==> src/rtl/daq_mode_ctrl.sv <==
// DAQ run sequencer: power pulsing, ASIC reset, acquisition window, hold,
// readout handshake and end-of-run drain for AUTO / SLAVE / COUNT modes.
module daq_mode_ctrl #(
  parameter int unsigned TIME_W   = 16,
  parameter int unsigned CHIP_NUM = 4,
  parameter int unsigned CNT_W    = 16,
  parameter int unsigned TICK_DIV = 40
) (
  input  logic                Clk,
  input  logic                SlaveDaq_ResetUsbStart_n,
  input  logic [1:0]          DaqMode,
  input  logic                UsbAcqStart,
  input  logic                ExternalTrigger,
  input  logic [CHIP_NUM-1:0] CHIPSATB,
  input  logic                EndReadout,
  input  logic                DataTransmitDone,
  input  logic                UsbFifoEmpty,
  input  logic [TIME_W-1:0]   AcquisitionTime,
  input  logic [TIME_W-1:0]   EndHoldTime,
  input  logic [CNT_W-1:0]    AcqCount,
  output logic                RESET_B,
  output logic                START_ACQ,
  output logic [3:0]          PWR_ON,
  output logic                StartReadout,
  output logic                OnceEnd,
  output logic                AllDone,
  output logic                UsbStartStop,
  output logic [CNT_W-1:0]    AcqIndex
);

  localparam int unsigned DIV_W = (TICK_DIV > 1) ? $clog2(TICK_DIV) : 1;

  localparam logic [1:0] MODE_AUTO  = 2'd0;
  localparam logic [1:0] MODE_COUNT = 2'd2;
  localparam logic [1:0] MODE_RSVD  = 2'd3;

  localparam logic [3:0] PWR_ALL     = 4'hF;
  localparam logic [3:0] PWR_DIGITAL = 4'b0100;

  typedef enum logic [3:0] {
    S_IDLE, S_PWR_UP, S_RST, S_ARM, S_ACQ, S_HOLD, S_READ, S_WAIT_END, S_ONCE, S_DONE
  } state_t;

  state_t             state_q, state_d;
  logic [1:0]         mode_q;
  logic               usb_q;
  logic [2:0]         trig_sync_q;
  logic               stop_q;
  logic [DIV_W-1:0]   div_q;
  logic [TIME_W-1:0]  ticks_q;
  logic [1:0]         rst_cnt_q;

  logic               usb_rise_c, usb_fall_c, trig_edge_c, stop_pend_c;
  logic               tick_c, acq_exp_c, hold_exp_c, chip_full_c, count_hit_c;
  logic [TIME_W-1:0]  acq_last_c;

  logic               reset_b_d, start_acq_d, start_readout_d, once_end_d;
  logic               all_done_d, usb_ss_d;
  logic [3:0]         pwr_on_d;
  logic [CNT_W-1:0]   acq_index_d;

  // Edge detection and window timing
  always_comb begin
    usb_rise_c  = UsbAcqStart & ~usb_q;
    usb_fall_c  = ~UsbAcqStart & usb_q;
    trig_edge_c = trig_sync_q[1] & ~trig_sync_q[2];
    stop_pend_c = stop_q | usb_fall_c;
    tick_c      = (div_q == DIV_W'(TICK_DIV - 1));
    acq_last_c  = (AcquisitionTime == '0) ? '0 : AcquisitionTime - TIME_W'(1);
    acq_exp_c   = tick_c && (ticks_q >= acq_last_c);
    hold_exp_c  = tick_c && ((EndHoldTime == '0) || (ticks_q >= EndHoldTime - TIME_W'(1)));
    chip_full_c = ~(&CHIPSATB);
    count_hit_c = (mode_q == MODE_COUNT) && (AcqCount != '0) &&
                  ((AcqIndex + CNT_W'(1)) == AcqCount);
  end

  // Next state and next registered output values
  always_comb begin
    state_d     = state_q;
    pwr_on_d    = PWR_ON;
    all_done_d  = AllDone;
    usb_ss_d    = UsbStartStop;
    acq_index_d = AcqIndex;

    case (state_q)
      S_IDLE: begin
        if (usb_rise_c && (DaqMode != MODE_RSVD)) begin
          state_d     = S_PWR_UP;
          usb_ss_d    = 1'b1;
          acq_index_d = '0;
        end
      end
      S_PWR_UP:   if (tick_c) state_d = S_RST;
      S_RST:      if (rst_cnt_q == 2'd3) state_d = S_ARM;
      S_ARM: begin
        if (stop_pend_c)                                state_d = S_DONE;
        else if ((mode_q == MODE_AUTO) || trig_edge_c) state_d = S_ACQ;
      end
      S_ACQ: begin
        if (acq_exp_c || chip_full_c)
          state_d = (EndHoldTime == '0) ? S_READ : S_HOLD;
      end
      S_HOLD:     if (hold_exp_c) state_d = S_READ;
      S_READ:     state_d = S_WAIT_END;
      S_WAIT_END: if (EndReadout) state_d = S_ONCE;
      S_ONCE: begin
        acq_index_d = AcqIndex + CNT_W'(1);
        if (stop_pend_c || count_hit_c) state_d = S_DONE;
        else if (mode_q == MODE_AUTO)   state_d = S_PWR_UP;
        else                            state_d = S_ARM;
      end
      S_DONE: begin
        if (DataTransmitDone)               all_done_d = 1'b1;
        if (AllDone && UsbFifoEmpty)        usb_ss_d   = 1'b0;
        if (!UsbStartStop && !UsbAcqStart)  state_d    = S_IDLE;
      end
      default: state_d = S_IDLE;
    endcase

    if (state_d == S_IDLE) all_done_d = 1'b0;

    // Analog supplies stay down to digital-only from readout until the next power-up
    case (state_d)
      S_PWR_UP:       pwr_on_d = PWR_ALL;
      S_READ:         pwr_on_d = PWR_DIGITAL;
      S_IDLE, S_DONE: pwr_on_d = 4'h0;
      default:        pwr_on_d = PWR_ON;
    endcase

    reset_b_d       = (state_d != S_RST);
    start_acq_d     = (state_d == S_ACQ);
    start_readout_d = (state_d == S_READ);
    once_end_d      = (state_d == S_ONCE);
  end

  // State, timing and output registers
  always_ff @(posedge Clk or negedge SlaveDaq_ResetUsbStart_n) begin
    if (!SlaveDaq_ResetUsbStart_n) begin
      state_q      <= S_IDLE;
      mode_q       <= MODE_AUTO;
      usb_q        <= 1'b0;
      trig_sync_q  <= '0;
      stop_q       <= 1'b0;
      div_q        <= '0;
      ticks_q      <= '0;
      rst_cnt_q    <= '0;
      RESET_B      <= 1'b1;
      START_ACQ    <= 1'b0;
      PWR_ON       <= 4'h0;
      StartReadout <= 1'b0;
      OnceEnd      <= 1'b0;
      AllDone      <= 1'b0;
      UsbStartStop <= 1'b0;
      AcqIndex     <= '0;
    end else begin
      state_q     <= state_d;
      usb_q       <= UsbAcqStart;
      trig_sync_q <= {trig_sync_q[1:0], ExternalTrigger};

      if (state_q == S_IDLE) begin
        stop_q <= 1'b0;
        if (usb_rise_c) mode_q <= DaqMode;
      end else if (usb_fall_c) begin
        stop_q <= 1'b1;
      end

      // Prescaler and tick count restart on every state entry
      if (state_d != state_q) begin
        div_q     <= '0;
        ticks_q   <= '0;
        rst_cnt_q <= '0;
      end else begin
        rst_cnt_q <= rst_cnt_q + 2'd1;
        if (tick_c) begin
          div_q   <= '0;
          ticks_q <= ticks_q + TIME_W'(1);
        end else begin
          div_q   <= div_q + DIV_W'(1);
        end
      end

      RESET_B      <= reset_b_d;
      START_ACQ    <= start_acq_d;
      PWR_ON       <= pwr_on_d;
      StartReadout <= start_readout_d;
      OnceEnd      <= once_end_d;
      AllDone      <= all_done_d;
      UsbStartStop <= usb_ss_d;
      AcqIndex     <= acq_index_d;
    end
  end

endmodule

==> config.mk <==
export PLATFORM = sky130hd
export DESIGN_NAME = daq_mode_ctrl
export DESIGN_NICKNAME = d
export VERILOG_FILES = /design/src/rtl/daq_mode_ctrl.sv
export SDC_FILE = /design/constraint.sdc
export NUM_CORES = 1
export LEC_CHECK = 0
export CAP_MARGIN = 15
export CORE_ASPECT_RATIO = 1.25
export CORE_MARGIN = 2
export CORE_UTILIZATION = 30
export CTS_CLUSTER_SIZE = 30
export DETAILED_ROUTE_END_ITERATION = 16
export SLEW_MARGIN = 25
export SYNTH_ARGS = -nofsm -noshare
export SYNTH_HDL_FRONTEND = slang
export SYNTH_SLANG_ARGS = --single-unit
export TNS_END_PERCENT = 1
==> constraint.sdc <==
create_clock -name Clk -period 6.2 [get_ports Clk]
set_clock_uncertainty 0.1 [all_clocks]
set_input_delay 1.24 -clock Clk [delete_from_list [all_inputs] [get_ports Clk]]
set_output_delay 1.24 -clock Clk [all_outputs]
set_load 0.01 [all_outputs]
==> results of run 1 <==
## metal layers
layer  vias up  track usage, %  wire length [um]
met4         0            5.48               161
met1      2204            19.5              5790
met3        14            2.51               556
met5         -               0                 0
met2       127            25.6              6610
li1       2219               -                 -
## cells in the mapped netlist (all sizes together) (11+ instances only)
cell    instances  share of area, %
inv            16               1.2
a21oi          28               2.9
dfrtp          58                29
nor4           38               7.8
nor3           21               2.1
nor2           50               3.8
nand2          48               3.6
xor2           29               5.1
clkbuf         11              0.86
xnor2          40               7.6
ha             40                10
nand3          19               1.9
nand4          17               2.6
o21ai          33               3.6
buf            16               2.1
## final timing paths
path | cells past startpoint | startpoint | endpoint | slack (ps)
min in group asynchronous | 2 | SlaveDaq_ResetUsbStart_n | AcqIndex[10] | 940
worst min-delay path | 0 | trig_sync_q[0] | trig_sync_q[1] | 250
worst min register to register | 0 | trig_sync_q[0] | trig_sync_q[1] | 250
worst max register to register | 9 | AcqIndex[4] | ticks_q[6] | 2520
worst max-delay path | 17 | AcquisitionTime[8] | ticks_q[6] | 480
max in group asynchronous | 2 | SlaveDaq_ResetUsbStart_n | rst_cnt_q[1] | 4500
## cells by family after synthesis
family,after synthesis,synth area share (%)
adders and majority gates,40,10.1
AOI/OAI and AO/OA,109,14.1
muxes,4,0.884
DFF,59,29.8
and+or+nand+nor,236,28.1
buffers and inverters,43,4.22
xor gates and xnor gates,69,12.7
## layout make-up
type / instances / area (sq um) / area share, %
multi-input combinational: 458 / 3270 / 52.0
clock inverter: 2 / 10.0 / 0.159
inverter: 16 / 60.1 / 0.955
clock buffer: 14 / 274 / 4.36
timing repair buffer: 94 / 928 / 14.8
tap: 216 / 270 / 4.30
sequential: 59 / 1480 / 23.5
## metrics by stage
stage	worst slack (ps)	util [%]	hold WS, ps	power, mW
floorplan	1030	-	231	1.03
global placement	270	37.1	240	1.28
detailed placement	121	37.1	236	1.30
CTS	448	38.8	248	1.78
global route	49.9	38.8	264	1.88
finish	479	38.8	248	1.76
## cell usage in the layout (no fill, tap or decap), types with 5 or more instances in the layout
cell	synthesis	final
clkdlybuf4s50_1	0	85
dfrtp_1	58	58
nor2_1	50	50
nand2_1	48	48
ha_1	40	40
xnor2_1	38	38
o21ai_0	32	32
xor2_1	29	29
a21oi_1	27	27
nor3_1	21	21
nand3_1	19	19
nor4_2	19	19
nor4_1	17	17
inv_1	16	16
nand4_1	15	15
clkbuf_16	0	9
nand2b_1	7	7
a211oi_1	7	7
buf_4	6	7
or3_1	6	6
o31ai_1	6	6
o211ai_1	5	5
nor4b_1	5	5
## critical path, cell delays in order
cell and delay, ps:
clkdlybuf4s50_1 460, or4_1 600, nor4_1 290, nand2b_1 120, nor2_1 140, nand4b_1 270, and2_1 270, ha_1 260
nor2_1 90, a21oi_1 70, a2111oi_0 510, o2111a_1 350, nor2_1 70, a221o_1 450, xnor2_4 190, buf_12 180
nor4_2 250
## power groups by stage
stage	clock [mW]	sequential (mW)	combinational, mW
3_5_place_dp	0	0.646	0.653
4_1_cts	0.479	0.641	0.658
3_3_place_gp	0	0.646	0.638
5_1_grt	0.497	0.665	0.721
6_report	0.469	0.643	0.652
2_1_floorplan	0	0.592	0.437
## state kept, by name (all words and copies together) (netlist names), 2 cells and up
register,flops
mode_q,2
rst_cnt_q,2
ticks_q,16
PWR_ON,2
trig_sync_q,3
div_q,6
AcqIndex,16
state_q,4
==> flow_summary.toml, run 1 <==
[drt]
drc_errors = 0
routedWlPerCell_um = 15.3
first_iter_violations = 167
vias = 4564
routed_wl_um = 13100
antenna_left = 0
via_per_inst = 5.31
dr.pass1.iters = 5

[final_layout]
drive_above_1_share_pct = 9.49
final_area_sq_mm = 0.00629
syn2layout_area_growth_pct = 26.9
fin_cells = 859
antenna_cells = 0
final_net_count = 739
fill_cells = 1594

[placed_design]
dp_cells = 843
io_buffer_count = 86
gp_congestion = 0.889
post_dp_cell_area_sq_mm = 0.00601
hpwl_um = 9730

[setup_path]
arrival_ps = 5840
critPathMaxFanout = 24
crit_type = "input pin to flip-flop"
cp-start-kind = "input pin"
end_kind = "flip-flop"
cp.required_ps = 6320

[yosys]
syn_avg_cell_area_sq_um = 8.85
syn_nets = 661
synth_area_sq_mm = 0.00496
synth_edf_count = 0
synthArstFlopShare_pct = 100
synth_cells = 560
yosysUniqueCellTypes = 66
synthFlopType = "dfrtp_1"
yosysWarnings = 0
synth-seq-cells = 59
ys_seq_area_share_pct = 29.8

[power]
p_clk_share_pct = 26.6
combPwrFrac_pct = 36.9
power.density_mw_per_mm2 = 280
swShare_pct = 36.3
power.internal_mw = 1.12
total_leakage_power_nw = 2.52
peakVddDrop_mv = 0.159
power_switching_uw = 640
power_frac_seq_pct = 36.5

[floorplan]
core_area_sq_mm = 0.0162
start_util_pct = 30.6
io_pins = 87
die_h_um = 148
die_area_sq_mm = 0.0176
fp.dieW_um = 119
rows = 52

[sta]
max_slew.worst_pin.slew_ps = 887
max-slew-margin-rel_pct = 40.8
post-route-period-util_pct = 92.3
rsz0062_at_grt = "false"
period_minus_slack_ps = 5720
slew_viol_final = 0
setup_viol = 0
hold_violations = 0
tns_ps = 0
fmax_ghz = 0.175

[clock_tree]
clk_latency_ps = 330
holdBufCountCts = 0
cts.sinks = 59
cts_max_level = 3
max-clock-path-buffers = 2
cts_buffers = 9
post_cts_resized = 0
cts_tree = "done"
ctsRootBufferMaster = "clkbuf_16"
path_clk_slew_ps = 50
postCtsSetupBuffers = 0

[job]
max-cap-violations = 0

[min_path]
hp-class = "flip-flop to flip-flop"

[global_routing]
grt_pass1_vias = 4518
grt_max_degree = 60
globalRouteOverflowTotal = 0
grt_usage_pct = 15.2
antenna_found_initial = 0
grt_pass1_wl_um = 22000

[run_status]
run_status = "finished, final reports clean"
Note: power is estimated with default switching activity, not from simulation.
==> run 2: changes to the inputs <==
--- a/config.mk
+++ b/config.mk
@@ -5,7 +5,7 @@
 export SDC_FILE = /design/constraint.sdc
 export NUM_CORES = 1
 export LEC_CHECK = 0
-export CAP_MARGIN = 15
+export CAP_MARGIN = 10
 export CORE_ASPECT_RATIO = 1.25
 export CORE_MARGIN = 2
 export CORE_UTILIZATION = 30
==> results of run 2 <==
Same layout as run 1: the final DEF is identical, and so are final timing and power.
==> run 3: changes to the inputs <==
--- a/config.mk
+++ b/config.mk
@@ -15,4 +15,4 @@
 export SYNTH_ARGS = -nofsm -noshare
 export SYNTH_HDL_FRONTEND = slang
 export SYNTH_SLANG_ARGS = --single-unit
-export TNS_END_PERCENT = 1
+export TNS_END_PERCENT = 5
==> results of run 3 <==
Same layout as run 1: the final DEF is identical, and so are final timing and power.
